**src/rtl/pc_unit_ras_pkg.sv**
```systemverilog
// rtl/pc_unit_ras_pkg.sv - shared fetch-stage PC constants and next-PC select encoding
package pc_unit_ras_pkg;

  localparam int          PC_WIDTH        = 16;
  localparam logic [15:0] PC_RESET_VECTOR = 16'h0000;
  localparam int          PC_INC          = 1;

  typedef enum logic [2:0] {
    SEL_SEQ      = 3'd0,
    SEL_REDIRECT = 3'd1,
    SEL_HOLD     = 3'd2,
    SEL_CALL     = 3'd3,
    SEL_RETURN   = 3'd4
  } pc_sel_e;

endpackage

```
**src/rtl/pc_unit_ras_ras_stack.sv**
```systemverilog
// rtl/pc_unit_ras_ras_stack.sv - circular return-address LIFO, oldest entry overwritten when full
module ras_stack #(
  parameter int WIDTH     = 16,
  parameter int RAS_DEPTH = 4
) (
  input  logic             clk,
  input  logic             rst_n,
  input  logic             push,
  input  logic             pop,
  input  logic [WIDTH-1:0] push_data,
  output logic [WIDTH-1:0] top_data,
  output logic             empty,
  output logic             full
);

  localparam int PW = $clog2(RAS_DEPTH);
  localparam int CW = PW + 1;
  localparam logic [CW-1:0] DEPTH_C = CW'(RAS_DEPTH);

  logic [WIDTH-1:0] mem [RAS_DEPTH];
  logic [PW-1:0]    top_ptr;
  logic [PW-1:0]    ptr_inc;
  logic [PW-1:0]    ptr_dec;
  logic [CW-1:0]    count;

  assign ptr_inc  = top_ptr + PW'(1);
  assign ptr_dec  = top_ptr - PW'(1);
  assign top_data = mem[top_ptr];
  assign empty    = (count == '0);
  assign full     = (count == DEPTH_C);

  // Push takes precedence; the count saturates so an overwrite leaves it at depth.
  always_ff @(posedge clk or negedge rst_n) begin
    if (!rst_n) begin
      top_ptr <= '0;
      count   <= '0;
    end else if (push) begin
      top_ptr <= ptr_inc;
      if (!full) count <= count + CW'(1);
    end else if (pop && !empty) begin
      top_ptr <= ptr_dec;
      count   <= count - CW'(1);
    end
  end

  always_ff @(posedge clk) begin
    if (push) mem[ptr_inc] <= push_data;
  end

endmodule

```
**src/rtl/pc_unit_ras.sv**
```systemverilog
// rtl/pc_unit_ras.sv - IF-stage PC register with stall, redirect and call/return via RAS
module pc_unit_ras
  import pc_unit_ras_pkg::*;
#(
  parameter int               WIDTH        = PC_WIDTH,
  parameter logic [WIDTH-1:0] RESET_VECTOR = WIDTH'(PC_RESET_VECTOR),
  parameter logic [WIDTH-1:0] INC          = WIDTH'(PC_INC),
  parameter int               RAS_DEPTH    = 4
) (
  input  logic             CLK,
  input  logic             RST,
  input  logic             Stall,
  input  logic             Redirect_Valid,
  input  logic [WIDTH-1:0] Redirect_Target,
  input  logic             Call,
  input  logic [WIDTH-1:0] Call_Target,
  input  logic             Return,
  output logic [WIDTH-1:0] PC_Out,
  output logic [WIDTH-1:0] PC_Plus,
  output logic             Ras_Empty,
  output logic             Ras_Full,
  output logic             Ras_Underflow
);

  pc_sel_e          sel;
  logic [WIDTH-1:0] pc_next;
  logic [WIDTH-1:0] ras_top;
  logic             ras_push;
  logic             ras_pop;
  logic             underflow_set;

  assign PC_Plus = PC_Out + INC;

  // Priority: redirect > stall > call > return > sequential.
  always_comb begin
    sel           = SEL_SEQ;
    ras_push      = 1'b0;
    ras_pop       = 1'b0;
    underflow_set = 1'b0;
    if (Redirect_Valid) begin
      sel = SEL_REDIRECT;
    end else if (Stall) begin
      sel = SEL_HOLD;
    end else if (Call) begin
      sel      = SEL_CALL;
      ras_push = 1'b1;
    end else if (Return) begin
      if (Ras_Empty) begin
        underflow_set = 1'b1;
      end else begin
        sel     = SEL_RETURN;
        ras_pop = 1'b1;
      end
    end
  end

  always_comb begin
    pc_next = PC_Plus;
    case (sel)
      SEL_REDIRECT: pc_next = Redirect_Target;
      SEL_HOLD:     pc_next = PC_Out;
      SEL_CALL:     pc_next = Call_Target;
      SEL_RETURN:   pc_next = ras_top;
      default:      pc_next = PC_Plus;
    endcase
  end

  always_ff @(posedge CLK or negedge RST) begin
    if (!RST) begin
      PC_Out        <= RESET_VECTOR;
      Ras_Underflow <= 1'b0;
    end else begin
      PC_Out <= pc_next;
      if (underflow_set) Ras_Underflow <= 1'b1;
    end
  end

  ras_stack #(
    .WIDTH    (WIDTH),
    .RAS_DEPTH(RAS_DEPTH)
  ) u_ras (
    .clk      (CLK),
    .rst_n    (RST),
    .push     (ras_push),
    .pop      (ras_pop),
    .push_data(PC_Plus),
    .top_data (ras_top),
    .empty    (Ras_Empty),
    .full     (Ras_Full)
  );

endmodule

```
**config.mk**
```make
export PLATFORM = sky130hd
export DESIGN_NAME = pc_unit_ras
export DESIGN_NICKNAME = d
export VERILOG_FILES = /design/src/rtl/pc_unit_ras_pkg.sv /design/src/rtl/pc_unit_ras_ras_stack.sv /design/src/rtl/pc_unit_ras.sv
export SDC_FILE = /design/constraint.sdc
export NUM_CORES = 1
export LEC_CHECK = 0
export ABC_AREA = 1
export ABC_CLOCK_PERIOD_IN_PS = 2500
export CAP_MARGIN = 10
export CORE_ASPECT_RATIO = 0.6
export CORE_MARGIN = 4
export CORE_UTILIZATION = 45
export CTS_BUF_LIST = sky130_fd_sc_hd__clkbuf_2
export CTS_CLUSTER_SIZE = 10
export DETAILED_ROUTE_END_ITERATION = 10
export PLACE_DENSITY_LB_ADDON = 0.08
export SYNTH_ARGS = -nofsm -noshare
export SYNTH_HDL_FRONTEND = slang
export SYNTH_SLANG_ARGS = --single-unit
```
**constraint.sdc**
```tcl
create_clock -name CLK -period 2.5 [get_ports CLK]
set_input_delay 0.5 -clock CLK [delete_from_list [all_inputs] [get_ports CLK]]
set_output_delay 0.5 -clock CLK [all_outputs]
set_load 0.005 [all_outputs]
```
==> summary.txt, run 1 <==
Outcome
  • Status: finished with violations
  • Violated checks: setup timing

Timing
  • Final TNS setup: -0.0767 ns
  • Fin crit share: 102%
  • Hold Fails Final Rpt: 0
  • Post-route setup slack: -0.0385 ns
  • Tmin final: roughly 2.5 ns
  • Top achievable clock speed: approximately 390 MHz
  • RSZ-0062 raised after global routing: yes
  • Post-Route Skew: around 0.025 ns
  • Pins Over Slew Limit: 0
  • # setup viols final: 2
  • Slew HR: around 62%
  • Worst Max-Slew Pin Slew: 0.567 ns

Global route
  • Grt met3 use: 6.34%
  • First-pass GRT wire length: about 21,000 um
  • Largest net degree at the start of global routing: 26
  • Gr ovfl total: 0
  • GRT Total Usage: 23.1%
  • Top Usage Layer GRT: met2
  • Initial antenna violation count: 0
  • Global routing usage on met1: between 30% and 40%
  • Number of global-route vias before repair: between 3,000 and 4,000
  • Met2 Use GR: approximately 36%

Logic synthesis
  • Most area-consuming cells after synthesis: edfxtp_1 (43%), nand2_1 (15%), dfrtp_1 (12%), nand3_1 (5.7%), inv_1 (4.4%)
  • Synth Area in Simple Gates: around 28%
  • Area leader, netlist: edfxtp_1
  • Avg Cell Area, Syn: around 8.7 um2
  • Post-synthesis cell count: a little over 500
  • Post-synthesis net count: roughly 560
  • Post-synthesis register bit count: 86
  • Fraction of the mapped netlist area in adder cells: under 10%
  • Syn. warnings: 0
  • Count of cell types in the netlist: 31
  • Post-Synth XOR/XNOR Area: between 1 and 1.5%
  • Post-Syn Area: about 0.0044 mm2
  • Post-synthesis sequential area ratio: 55.7%
  • Proportion of synthesized area in mux cells: 0%
  • Main combinational cell family by area after synthesis: simple AND/OR/NAND/NOR gates
  • Share of the synthesized area in the top cell type: roughly 43%
  • Synth Area in Compound Gates: between 6 and 7%

Clocking
  • CTS buffer count: 9
  • Clock Path Buffers: 2
  • Clk root buf: clkbuf_2
  • Post-CTS Hold Fix Bufs: 0
  • CTS tree: yes
  • Clock latency on the worst-skew pair: 0.56 ns
  • CTS H-tree lvls: 3
  • Clk sink count: 86
  • Clock-pin slew on the worst setup and hold paths: about 0.24 ns

Power
  • PwrDens: 765 mW/mm2
  • Total power: about 4.6 mW
  • Leakage Power: between 2 and 3 nW
  • Max VDD drop: approximately 0.30 mV

Floorplan
  • Initial core utilization: between 40% and 50%
  • Die height: about 85 um
  • Die X: approximately 140 um
  • Io pins: 73
  • Row cnt: 27
  • Die area: 0.0116 mm2
  • Core area: approximately 0.0094 mm2

Worst setup path
  • Cell Chain, Critical Path: nand3_4 > inv_2 > nand2_4 > o21bai_4 > and2_4 > dlygate4sd2_1
  • Worst Setup Path Type: flip-flop to output port
  • WP data arrival: between 2 and 2.5 ns
  • CP endpoint kind: output port
  • Max stage delay cell, worst path: dfrtp_2
  • Critical Path Source Type: flip-flop
  • Buffer and inverter count on the worst path: 2
  • CP required: about 2.0 ns
  • Crit-path leading delay family: flip-flops
  • Maximum fanout along the worst path: 5
  • Critical Path Max Stage Delay: between 0.5 and 0.6 ns

Route
  • DRT iter0 DRCs: between 300 and 400
  • Post-Route WL: between 10,000 and 15,000 um
  • Remaining antenna violation count after routing: 0
  • Via count: around 4,000
  • First drt pass iteration count: 5
  • Number of remaining DRC errors: 0
  • Via density: roughly 5.2
  • Routed wire per std cell: about 17 um

Layout
  • Fraction of layout cells with a size suffix above 1: 23.7%
  • Total Nets Final: between 600 and 700
  • Area growth, synth to finish: 36.7%
  • FF/Latch Area: approximately 0.0025 mm2
  • ANT cells: 0
  • Layout fillers: approximately 790
  • Combined area of the multi-input logic cells: ~0.0018 mm2
  • Post-route design area: between 0.006 and 0.007 mm2

Worst hold path
  • Hold Path Class: input port to asynchronous set/reset pin

Flow run
  • # Max-Cap Violations: 0

Place
  • Routability cong.: about 0.9
  • Placed standard-cell area: ~0.0054 mm2
  • Port Buf Inserts: 72
  • Dpl hpwl: 8780 um
[area by class of cell]
type	count	share of cell area, %
repair buffers	141	20.3
clock inverters	6	1.57
flip-flops and latches	86	40.9
inverters	54	3.34
well taps	130	2.68
clock buffers	9	0.742
multi-input cells	353	30.5
[metal layers]
| metal | up-vias | share of wire (%) |
|---|---|---|
| li1 | 1926 | - |
| met5 | - | 0 |
| met4 | 0 | 1.5 |
| met3 | 21 | 9.0 |
| met1 | 1898 | 44 |
| met2 | 187 | 46 |
[synthesized netlist by cell type, drive strengths merged]
cell type and n:
nand2 178, edfxtp 64, inv 54, nand3 54, nor2 51, o21ai 24, dfrtp 22, buf 16
a22oi 9, a21oi 8, xor2 7, ha 5, and2 4, nand4 4, or2 3, a21boi 2
clkbuf 2, o21bai 2, a31o 1, fa 1
[metrics by stage]
step | utilization (%) | std cells | hold WS [ns] | setup slack (ns)
after detailed placement | 57.6 | 720 | 0.466 | 0.138
after global placement | 57.6 | 720 | 0.466 | 0.198
after CTS | 62.7 | 764 | 0.258 | -0.199
after floorplan | - | 511 | 0.204 | 0.491
after global routing | 64.6 | 779 | 0.235 | -0.196
final | 64.6 | 779 | 0.265 | -0.0385
[timing repair]
item	CTS	global route
setup endpoints to repair	14	15
endpoints found under the hold margin	0	0
pin swaps	15	7
gates cloned	0	0
resized for setup	65	32
buffers inserted	29	15
[cells by family after synthesis]
kind of cell               Yosys count
xor gates and xnor gates             7
DFF                                 86
buffers and inverters               72
adders and majority gates            6
AOI/OAI and AO/OA                   46
and+or+nand+nor                    294
[power breakdown]
group | total (mW) | internal (mW) | switching [mW]
logic | 1.93 | 0.821 | 1.11
clock network | 0.856 | 0.337 | 0.519
registers | 1.85 | 1.75 | 0.107
total | 4.64 | 2.91 | 1.73
[cell usage in the layout, fill, tap and decap left out, types with 7 or more instances in the layout]
cell type          n
dfrtp_2            8
a22oi_1            9
buf_4             65
inv_2             12
nand3_1           48
clkdlybuf4s50_1   58
nand2_2           13
o21ai_0           23
inv_1             42
nand2_1          162
nor2_1            40
nor2_4             7
edfxtp_1          64
clkbuf_2          14
dfrtp_1           14
dlygate4sd2_1      7
a21oi_1            7
[registers in the layout, summed over array words and instances (netlist names)]
name,count
u_ras.mem,64
u_ras.count,3
Ras_Underflow,1
u_ras.top_ptr,2
PC_Out,16
[final timing paths]
path | slack, ns | end | from | cells past startpoint
worst min register to register | 0.51 | Ras_Underflow$_DFFE_PN0P_ | Ras_Underflow$_DFFE_PN0P_ | 1
max in group asynchronous | 1.96 | PC_Out[5]$_DFFE_PN0P_ | RST | 2
min in group CLK | 0.51 | Ras_Underflow$_DFFE_PN0P_ | Ras_Underflow$_DFFE_PN0P_ | 1
worst max-delay path | -0.04 | PC_Plus[9] | PC_Out[2]$_DFFE_PN0P_ | 6
worst max register to register | 0.74 | u_ras.mem[0][15]$_DFFE_PP_ | PC_Out[3]$_DFFE_PN0P_ | 11
worst min-delay path | 0.27 | PC_Out[4]$_DFFE_PN0P_ | RST | 2
(Power assumes the default switching activity.)
==> run 2: changes to the inputs <==
- ABC_CLOCK_PERIOD_IN_PS: 2500 -> 3100
- clock period: 2.5 -> 3.1 ns (I/O delays scaled with it)
==> run 2 against run 1 <==
Effect of this change:
- the flow now finishes without violations
- sequential power decreased by 17%
- final cell count is 5.9% lower
- global-route usage down 1.4 points
- clock power is 30% lower
- clock-buffer cell count is 1 higher
- worst setup slack improved by 0.16 ns
- clock skew grew 0.0052 ns
==> summary.txt, run 2 (synthesis results as in run 1) <==
Layout
  • ANT cells: 0 (unchanged)
  • Area growth, synth to finish: 25.5% (was 36.7%)
  • Register with the most flip-flops: u_ras.mem (unchanged)
  • Layout fillers: 877 (was 789)
  • Commonest non-fill, non-tap cells in the layout: nand2_1 (172), clkdlybuf4s50_1 (72), edfxtp_1 (64), nand3_1 (50), inv_1 (48) (was nand2_1 (162), buf_4 (65), edfxtp_1 (64), clkdlybuf4s50_1 (58), nand3_1 (48))
  • Largest regs: u_ras.mem x64, PC_Out x16, u_ras.count x3 (unchanged)
  • Most common cell after layout, fill and taps aside: nand2_1 (unchanged)
  • Fraction of layout cells with a size suffix above 1: 13.1% (was 23.7%)
  • Combined area of the multi-input logic cells: 0.00170 mm2 (was 0.00185 mm2)
  • FF/Latch Area: 0.00248 mm2 (about the same)
  • Total Nets Final: 642 (was 689)
  • Number of flip-flops in the largest register: 64 (unchanged)
  • Non-filler cells, final: 733 (was 779)

Clocking
  • Clock-pin slew on the worst setup and hold paths: 0.26 ns (was 0.24 ns)
  • Clock latency on the worst-skew pair: 0.56 ns (about the same)
  • CTS H-tree lvls: 3 (unchanged)
  • CTS buffer count: 9 (unchanged)
  • CTS tree: yes (unchanged)
  • Clk sink count: 86 (unchanged)
  • Clk root buf: clkbuf_2 (unchanged)
  • Clock Path Buffers: 2 (unchanged)

Worst setup path
  • CP required: 2.48 ns (was 2.00 ns)
  • WP data arrival: 2.36 ns (was 2.04 ns)
  • CP endpoint kind: output port (unchanged)
  • Setup slack, reg-to-reg: 1.05 ns (was 0.74 ns)
  • Maximum fanout along the worst path: 6 (was 5)
  • Worst Setup Path Type: flip-flop to output port (unchanged)
  • Critical Path Source Type: flip-flop (unchanged)
  • RR Startpoint: u_ras.top_ptr[1]$_DFFE_PN0P_ (was PC_Out[3]$_DFFE_PN0P_)
  • Worst r2r dst: u_ras.mem[2][6]$_DFFE_PP_ (was u_ras.mem[0][15]$_DFFE_PP_)
  • R2R cell count: 5 (was 11)

Timing
  • Pins Over Slew Limit: 0 (unchanged)
  • Fin crit share: 96.2%
  • RSZ-0062 raised after global routing: yes (unchanged)
  • Tmin final: 2.98 ns
  • Hold_ws: 0.374 ns (was 0.265 ns)
  • # setup viols final: 0 (was 2)
  • Worst Max-Slew Pin Slew: 0.614 ns (was 0.567 ns)
  • Slew HR: 58.9% (was 62.2%)
  • Hold Fails Final Rpt: 0 (unchanged)
  • Top achievable clock speed: roughly 340 MHz
  • Post-Route Skew: 0.0305 ns (was 0.0253 ns)
  • Final TNS setup: 0 ns (was -0.0767 ns)

Route
  • Via density: 5.07 (was 5.18)
  • Number of remaining DRC errors: 0 (unchanged)
  • Routed wire per std cell: 16.4 um (was 17.2 um)
  • DRT iter0 DRCs: 304 (was 352)
  • Post-Route WL: 12,000 um (was 13,400 um)
  • First drt pass iteration count: 5 (unchanged)
  • Via count: 3,718 (was 4,032)
  • Remaining antenna violation count after routing: 0 (unchanged)

Power
  • Cell-internal power: 2.15 mW (was 2.91 mW)
  • Max VDD drop: 0.387 mV (was 0.300 mV)
  • Combinational share of power: 38.4% (was 41.6%)
  • Sw frac: 37.9% (was 37.4%)
  • PwrDens: 621 mW/mm2 (was 765 mW/mm2)
  • Leakage Power: 2.39 nW (was 2.70 nW)
  • P_sw: 1.31 mW (was 1.73 mW)
  • Part of the power in registers: 44.2% (was 40.0%)
  • Clock power frac: 17.4% (was 18.4%)

Place
  • Dpl hpwl: 8670 um (was 8780 um)
  • Port Buf Inserts: 72 (unchanged)
  • Placed cells: 709 (was 720)
  • Routability cong.: 0.916 (was 0.890)

Floorplan
  • Initial core utilization: 47.3% (unchanged)
  • Die area: 0.0116 mm2 (unchanged)
  • Io pins: 73 (unchanged)
  • Die height: 84.9 um (unchanged)
  • Die X: 136 um (unchanged)
  • Core area: 0.00939 mm2 (unchanged)
  • Row cnt: 27 (unchanged)

Global route
  • First-pass GRT wire length: 19,300 um (was 20,500 um)
  • Largest net degree at the start of global routing: 31 (was 26)
  • Initial antenna violation count: 0 (unchanged)
  • GRT Total Usage: 21.7% (was 23.1%)
  • Number of global-route vias before repair: 3,561 (was 3,924)
  • Gr ovfl total: 0 (unchanged)

Worst hold path
  • Hold Path Class: input port to asynchronous set/reset pin (unchanged)

Flow run
  • # Max-Cap Violations: 0 (unchanged)

Outcome
  • Status: completed (was finished with violations)
-- run 2: how the worst max path moves through the flow --
stage / to / slack (ns) / depth (start not counted) / from
3_3_place_gp: PC_Plus[10] / 0.62 / 6 / PC_Out[0]$_DFFE_PN0P_
6_report: PC_Plus[2] / 0.12 / 3 / PC_Out[0]$_DFFE_PN0P_
3_5_place_dp: PC_Plus[9] / 0.56 / 6 / PC_Out[5]$_DFFE_PN0P_
5_1_grt: PC_Plus[11] / -0.08 / 7 / PC_Out[4]$_DFFE_PN0P_
2_1_floorplan: u_ras.mem[0][0]$_DFFE_PP_ / 1.06 / 3 / Redirect_Valid
4_1_cts: PC_Plus[4] / 0.01 / 6 / PC_Out[0]$_DFFE_PN0P_
-- run 2: what timing repair did --
action | 4_1_cts | 5_1_grt
pin swaps | 0 | 4
resized for setup | 7 | 22
endpoints found under the setup margin | 6 | 13
hold buffers | 0 | 0
buffers inserted | 3 | 5
-- run 2: worst max-delay path, stage by stage, from the launching register on --
cell	delay (ns)
dfrtp_2	0.48
ha_2	0.22
xor2_1	0.50
clkdlybuf4s50_1	0.62
-- run 2: per-stage QoR --
stage	setup slack [ns]	power (mW)	instance area (um2)	utilization (%)
after CTS	0.0116	3.45	5490	58.4
after detailed placement	0.563	2.84	5340	56.8
after global placement	0.619	2.82	5340	56.8
after global routing	-0.0769	3.71	5570	59.3
final	0.119	3.46	5570	59.3
after floorplan	1.06	2.28	4440	-
-- run 2: power groups by stage --
stage | sequential (mW) | clock [mW] | combinational [mW]
floorplan | 1.52 | 0 | 0.761
global placement | 1.55 | 0 | 1.27
detailed placement | 1.55 | 0 | 1.28
CTS | 1.53 | 0.614 | 1.31
global route | 1.55 | 0.678 | 1.49
finish | 1.53 | 0.602 | 1.33
-- run 2: final cells by class --
type                            count  area share, %
Sequential cell                    86           44.6
Multi-Input combinational cell    353           30.6
Timing Repair Buffer               94           16.1
Inverter                           54           3.64
Tap cell                          130           2.92
Clock inverter                      6           1.24
Clock buffer                       10          0.899
-- run 2: per-layer routing --
layer,wire length [um],vias up,track usage (%)
li1,-,1835,-
met1,5690,1707,32.0
met2,5190,163,32.1
met3,1010,13,5.86
met4,112,0,4.57
met5,0,-,0
